$ cat src/rtl/dprintf_pkg.sv
// Shared types and constants for the dprintf request fan-in blocks.
package dprintf_pkg;

    localparam int DPRINTF_DATA_WORDS = 4;
    localparam int DPRINTF_WORD_WIDTH = 64;
    localparam int DPRINTF_ADDR_WIDTH = 16;

    localparam int ARB_ROUND_ROBIN    = 0;
    localparam int ARB_FIXED_PRIORITY = 1;

    typedef logic [7:0] t_dprintf_byte;
    typedef logic [DPRINTF_DATA_WORDS-1:0][DPRINTF_WORD_WIDTH-1:0] t_dprintf_data;

    typedef struct packed {
        logic                          valid;
        logic [DPRINTF_ADDR_WIDTH-1:0] address;
        t_dprintf_data                 data;
    } t_dprintf_req;

    typedef enum logic [1:0] {
        ST_IDLE,
        ST_BUSY,
        ST_ACK
    } t_mux_state;

endpackage

$ cat src/rtl/dprintf_rr_arbiter.sv
// Combinational N-way pick: round robin after rr_last, or lowest index when mode is set.
module dprintf_rr_arbiter #(
    parameter int N = 4
) (
    input  logic [N-1:0]         req,
    input  logic [$clog2(N)-1:0] rr_last,
    input  logic                 mode,
    output logic [N-1:0]         grant,
    output logic [$clog2(N)-1:0] grant_idx,
    output logic                 any
);

    localparam int IDX_W = $clog2(N);

    logic [IDX_W-1:0] cand;

    always_comb begin
        // NOTE: every output of a combinational block gets a default first, so no path leaves it unassigned and no latch is inferred.
        grant     = '0;
        grant_idx = '0;
        any       = 1'b0;
        cand      = '0;
        for (int i = 0; i < N; i++) begin
            cand = mode ? IDX_W'(i) : IDX_W'((int'(rr_last) + 1 + i) % N);
            if (!any && req[cand]) begin
                any         = 1'b1;
                grant[cand] = 1'b1;
                grant_idx   = cand;
            end
        end
    end

endmodule

$ cat src/rtl/dprintf_mux.sv
// N-channel dprintf request concentrator: arbitrates, registers the winner and
// forwards it downstream with req/ack, returning the ack to the winner only.
module dprintf_mux
    import dprintf_pkg::*;
#(
    parameter int NUM_CHANNELS = 4,
    parameter int ADDR_WIDTH   = 16,
    parameter int ARB_MODE     = ARB_ROUND_ROBIN
) (
    input  logic                                     clk,
    input  logic                                     clk__enable,
    input  logic                                     reset_n,
    input  logic [NUM_CHANNELS-1:0]                  ch_req__valid,
    input  logic [NUM_CHANNELS*ADDR_WIDTH-1:0]       ch_req__address,
    input  logic [NUM_CHANNELS*DPRINTF_WORD_WIDTH-1:0] ch_req__data_0,
    input  logic [NUM_CHANNELS*DPRINTF_WORD_WIDTH-1:0] ch_req__data_1,
    input  logic [NUM_CHANNELS*DPRINTF_WORD_WIDTH-1:0] ch_req__data_2,
    input  logic [NUM_CHANNELS*DPRINTF_WORD_WIDTH-1:0] ch_req__data_3,
    output logic [NUM_CHANNELS-1:0]                  ch_ack,
    output logic                                     dprintf_req__valid,
    output logic [ADDR_WIDTH-1:0]                    dprintf_req__address,
    output logic [DPRINTF_WORD_WIDTH-1:0]            dprintf_req__data_0,
    output logic [DPRINTF_WORD_WIDTH-1:0]            dprintf_req__data_1,
    output logic [DPRINTF_WORD_WIDTH-1:0]            dprintf_req__data_2,
    output logic [DPRINTF_WORD_WIDTH-1:0]            dprintf_req__data_3,
    input  logic                                     dprintf_ack,
    output logic [$clog2(NUM_CHANNELS)-1:0]          grant_channel
);

    localparam int IDX_W = $clog2(NUM_CHANNELS);
    localparam int WW    = DPRINTF_WORD_WIDTH;

    t_mux_state              state_q, state_d;
    logic [IDX_W-1:0]        rr_last_q, rr_last_d;
    logic [IDX_W-1:0]        grant_q, grant_d;
    logic                    valid_q, valid_d;
    logic [NUM_CHANNELS-1:0] ack_q, ack_d;
    logic [ADDR_WIDTH-1:0]   addr_q, addr_d;
    t_dprintf_data           data_q, data_d;

    logic [NUM_CHANNELS-1:0] arb_grant;
    logic [IDX_W-1:0]        arb_idx;
    logic                    arb_any;
    logic [ADDR_WIDTH-1:0]   pick_addr;
    t_dprintf_data           pick_data;

    dprintf_rr_arbiter #(.N(NUM_CHANNELS)) u_arb (
        .req       (ch_req__valid),
        .rr_last   (rr_last_q),
        .mode      (ARB_MODE == ARB_FIXED_PRIORITY),
        .grant     (arb_grant),
        .grant_idx (arb_idx),
        .any       (arb_any)
    );

    // One-hot AND-OR select keeps the payload mux flat regardless of channel count.
    always_comb begin
        pick_addr = '0;
        pick_data = '0;
        for (int i = 0; i < NUM_CHANNELS; i++) begin
            if (arb_grant[i]) begin
                pick_addr    |= ch_req__address[i*ADDR_WIDTH +: ADDR_WIDTH];
                pick_data[0] |= ch_req__data_0[i*WW +: WW];
                pick_data[1] |= ch_req__data_1[i*WW +: WW];
                pick_data[2] |= ch_req__data_2[i*WW +: WW];
                pick_data[3] |= ch_req__data_3[i*WW +: WW];
            end
        end
    end

    always_comb begin
        state_d   = state_q;
        rr_last_d = rr_last_q;
        grant_d   = grant_q;
        valid_d   = valid_q;
        ack_d     = ack_q;
        addr_d    = addr_q;
        data_d    = data_q;
        unique case (state_q)
            ST_IDLE: begin
                if (arb_any) begin
                    addr_d  = pick_addr;
                    data_d  = pick_data;
                    grant_d = arb_idx;
                    valid_d = 1'b1;
                    state_d = ST_BUSY;
                end
            end
            ST_BUSY: begin
                if (dprintf_ack) begin
                    valid_d        = 1'b0;
                    ack_d          = '0;
                    ack_d[grant_q] = 1'b1;
                    rr_last_d      = grant_q;
                    state_d        = ST_ACK;
                end
            end
            // The requester drops valid on this edge, so re-arbitration waits one cycle.
            ST_ACK: begin
                ack_d   = '0;
                state_d = ST_IDLE;
            end
            default: state_d = ST_IDLE;
        endcase
    end

    always_ff @(posedge clk or negedge reset_n) begin
        // NOTE: state registers use non-blocking assignments so every flop samples pre-edge values.
        if (!reset_n) begin
            state_q   <= ST_IDLE;
            rr_last_q <= IDX_W'(NUM_CHANNELS - 1);
            grant_q   <= '0;
            valid_q   <= 1'b0;
            ack_q     <= '0;
            addr_q    <= '0;
            data_q    <= '0;
        end else if (clk__enable) begin
            state_q   <= state_d;
            rr_last_q <= rr_last_d;
            grant_q   <= grant_d;
            valid_q   <= valid_d;
            ack_q     <= ack_d;
            addr_q    <= addr_d;
            data_q    <= data_d;
        end
    end

    assign ch_ack               = ack_q;
    assign dprintf_req__valid   = valid_q;
    assign dprintf_req__address = addr_q;
    assign dprintf_req__data_0  = data_q[0];
    assign dprintf_req__data_1  = data_q[1];
    assign dprintf_req__data_2  = data_q[2];
    assign dprintf_req__data_3  = data_q[3];
    assign grant_channel        = grant_q;

    a_ack_only_when_busy: assert property (@(posedge clk) disable iff (!reset_n)
        (clk__enable && dprintf_ack) |-> (state_q == ST_BUSY));

    a_granted_holds_valid: assert property (@(posedge clk) disable iff (!reset_n)
        (clk__enable && state_q == ST_BUSY) |-> ch_req__valid[grant_q]);

endmodule

$ cat config.mk
export PLATFORM = sky130hd
export DESIGN_NAME = dprintf_mux
export DESIGN_NICKNAME = d
export VERILOG_FILES = /design/src/rtl/dprintf_pkg.sv /design/src/rtl/dprintf_rr_arbiter.sv /design/src/rtl/dprintf_mux.sv
export SDC_FILE = /design/constraint.sdc
export NUM_CORES = 1
export LEC_CHECK = 0
export ABC_AREA = 1
export CORE_AREA = 2 2 540 542
export DETAILED_ROUTE_END_ITERATION = 12
export DIE_AREA = 0 0 542 544
export GPL_TIMING_DRIVEN = 0
export MAX_ROUTING_LAYER = met4
export SYNTH_ARGS = -nofsm -noshare
export SYNTH_HDL_FRONTEND = slang
export SYNTH_SLANG_ARGS = --single-unit
$ cat constraint.sdc
create_clock -name clk -period 4.3 [get_ports clk]
set_input_delay 0.86 -clock clk [delete_from_list [all_inputs] [get_ports clk]]
set_output_delay 0.86 -clock clk [all_outputs]
set_load 0.02 [all_outputs]
==> impl_metrics.ini <==
[outcome]
status = complete, no violations

[grt]
grt_antenna_before_repair = 121
gr-total-overflow = 0
grt_max_degree = 98
grt_pass1_wl_um = 281000
grt_pass1_vias = 25800
grt_use_total = 0.154

[timing]
tightestPinTransition_ns = 1.25
rsz0062_at_grt = false
finalCritPeriodShare = 0.941
hold_viol_final = 0
setup_viol = 0
slew_headroom = 0.164
drv_slew = 0
skew_ns = 0.0244
max_freq_mhz = 247
min_period_ns = 4.04

[run]
maxCapViolations = 0

[setup_path]
r2r_slack_ns = 0.26
cp.required_ns = 4.84
cp-end-kind = register
cp.depth = 16
crit_slowest_cell = dfstp_2
reg2regPathDepth = 16
critPathTopFamily = buffers and inverters
path_buf_inv = 6
r2r_end = dprintf_req__data_3[63]$_DFFE_PN0P_
r2r_start = rr_last_q[0]$_DFFE_PN1P_
path_class = reg -> reg
worstPathCellList = inv_2, ha_1, inv_1, nand3_1, nand2_2, nor2_4, nand2_2, inv_2, nand2_1, nand2_1, inv_4, buf_2, buf_2, nand2_1, nor2_1, nor2_1
critPathArrivalTime_ns = 4.59
cp-startpoint = rr_last_q[0]$_DFFE_PN1P_
cp_max_fo = 11
worst_path_largest_cell_delay_ns = 0.65
start_kind = register
critPathCapture = dprintf_req__data_3[63]$_DFFE_PN0P_
cpMostUsedCell = nand2_1

[clocking]
htreeDepth = 2
path_clk_slew_ns = 0.06
root_buffer = clkbuf_16
cts_max_path_buffers = 3
cts-buffers-inserted = 45
clock_latency_ns = 0.69
clkSinkCount = 283
cts_tree = built
cts_setup_buffers = 0

[layout]
final_layout_size_suffix_gt1_frac = 0.0601
nets = 5560
final_common_cell = nand2_1
area_growth_pct = 114
mostFrequentLayoutCells = nand2_1 (1398), clkdlybuf4s50_1 (1373), nor2_1 (818)
final_cell_area_um2 = 38800
fillers = 33600
final_cells = 8420

[pwr]
cellPowerDensity_nw_per_um2 = 963
ir_drop_mv = 0.565
leakagePower_uw = 0.0150

[placement]
port_buffers = 1374
dp.cells = 8210
place.gp.congestion = 0.984
dpl-instance-area_um2 = 36800
post-dp-hpwl_um = 203000

[routing]
ant_nets = 0
vias = 26400
drtPass1Iterations = 5
viasPerCell = 3.13
drcViolationCount = 0
route.detailed.wl_per_inst_um = 27.3
routed_wl_um = 230000
drt_iter0_markers = 2256

[floorplanning]
fp-row-count = 198
start_util = 0.0626
die-height_um = 544
fp.coreArea_um2 = 289000
die_x_um = 542
ios = 1375
dieArea_um2 = 295000

[synthesis]
syn_area_um2 = 18100
syn_inst = 3031
ys_types = 25
synth-seq-cells = 283
postSynthAreaPerCell_um2 = 5.98
seq_area_frac_synth = 0.391
synth_warnings = 0
syn_nets = 4133

[worst_hold_path]
hold_path.class = reg -> reg
cell families (layout without fill, tap and decap cells):
group,after synthesis,after routing,synth area share
buffers and inverters,202,1664,0.0555
adders and majority gates,6,6,0.00414
DFF,283,283,0.391
xor gates and xnor gates,1,1,0.000483
and+or+nand+nor,2520,2520,0.543
AOI/OAI and AO/OA,19,19,0.00573
other,0,127,0
through the flow:
stage                     setup TNS [ns]  hold slack [ns]  worst slack, ns  total power (µW)  utilization
after CTS                              0            0.513           0.0710             38400        0.133
after global routing                   0            0.532           0.0113             40100        0.134
final                                  0            0.501            0.255             37300        0.134
after floorplan                        0            0.494             1.86             17000            -
after global placement          -3512.19            0.479           -12.51             33800        0.127
after detailed placement          -34.91            0.489           -0.761             33800        0.127
tightest hold or removal path, cell delays in order (launching register included):
cell and delay [ns]:
dfrtp_1 0.35, nand2_1 0.06, nand2_1 0.06
report_power, final:
| group | internal (µW) | switching, µW | total [µW] |
|---|---|---|---|
| logic | 7740 | 20400 | 28100 |
| registers | 4130 | 842 | 4970 |
| clock network | 2510 | 1700 | 4210 |
| total | 14400 | 22900 | 37300 |
timing repair:
item	CTS	global route
pin swaps	0	0
endpoints found under the hold margin	6	0
gates resized for setup	12	16
setup endpoints to repair	66	20
hold buffers	1	0
how the worst min path moves through the flow:
stage,startpoint,to,slack (ns),depth (start not counted)
final,dprintf_req__valid$_DFFE_PN0P_,dprintf_req__valid$_DFFE_PN0P_,0.50,2
after global routing,dprintf_req__address[12]$_DFFE_PN0P_,dprintf_req__address[12]$_DFFE_PN0P_,0.53,2
after CTS,dprintf_req__address[12]$_DFFE_PN0P_,dprintf_req__address[12]$_DFFE_PN0P_,0.51,2
after detailed placement,dprintf_req__valid$_DFFE_PN0P_,dprintf_req__valid$_DFFE_PN0P_,0.49,2
after global placement,dprintf_req__valid$_DFFE_PN0P_,dprintf_req__valid$_DFFE_PN0P_,0.48,2
after floorplan,state_q[1]$_DFFE_PN0P_,state_q[1]$_DFFE_PN0P_,0.49,2
sequential cells by signal, indices dropped and copies added, names as in the netlist:
| register | flops |
|---|---|
| dprintf_req__data_0 | 64 |
| dprintf_req__data_1 | 64 |
| dprintf_req__data_2 | 64 |
| dprintf_req__data_3 | 64 |
| dprintf_req__address | 16 |
| ch_ack | 4 |
| grant_channel | 2 |
| rr_last_q | 2 |
| state_q | 2 |
| dprintf_req__valid | 1 |
metal layers:
layer,part of all wire,vias up,global-route usage
li1,-,12300,-
met1,0.38,12200,0.170
met2,0.43,1528,0.231
met3,0.14,301,0.0842
met4,0.043,0,0.0608
met5,0,-,-
area by class of cell:
type	count	area, µm²	area share
plain buffers	180	945	0.0244
repair buffers	1380	13900	0.358
clock inverters	25	317	0.00817
well taps	3800	4750	0.123
flip-flops and latches	283	7080	0.183
multi-input cells	2546	10100	0.260
clock buffers	57	1300	0.0336
diodes	127	318	0.00820
inverters	22	85.1	0.00219
synthesized netlist by cell type:
master / count / area share
a21boi_0: 1 / 0.00041
a21oi_1: 10 / 0.0028
a22oi_1: 1 / 0.00041
buf_2: 144 / 0.040
buf_4: 13 / 0.0054
buf_6: 1 / 0.00062
buf_8: 1 / 0.00083
clkbuf_1: 21 / 0.0043
dfrtp_1: 281 / 0.39
dfstp_2: 2 / 0.0029
ha_1: 6 / 0.0041
inv_1: 19 / 0.0039
inv_2: 3 / 0.00062
nand2_1: 1398 / 0.29
nand2_2: 2 / 0.00069
nand3_1: 286 / 0.079
nand3_2: 1 / 0.00055
nand4_1: 3 / 0.0010
nor2_1: 827 / 0.17
nor2_2: 1 / 0.00035
nor2_4: 1 / 0.00062
nor3_1: 1 / 0.00028
o2111ai_1: 1 / 0.00048
o21ai_0: 6 / 0.0017
xor2_1: 1 / 0.00048
Note: power is estimated with default switching activity, not from simulation.
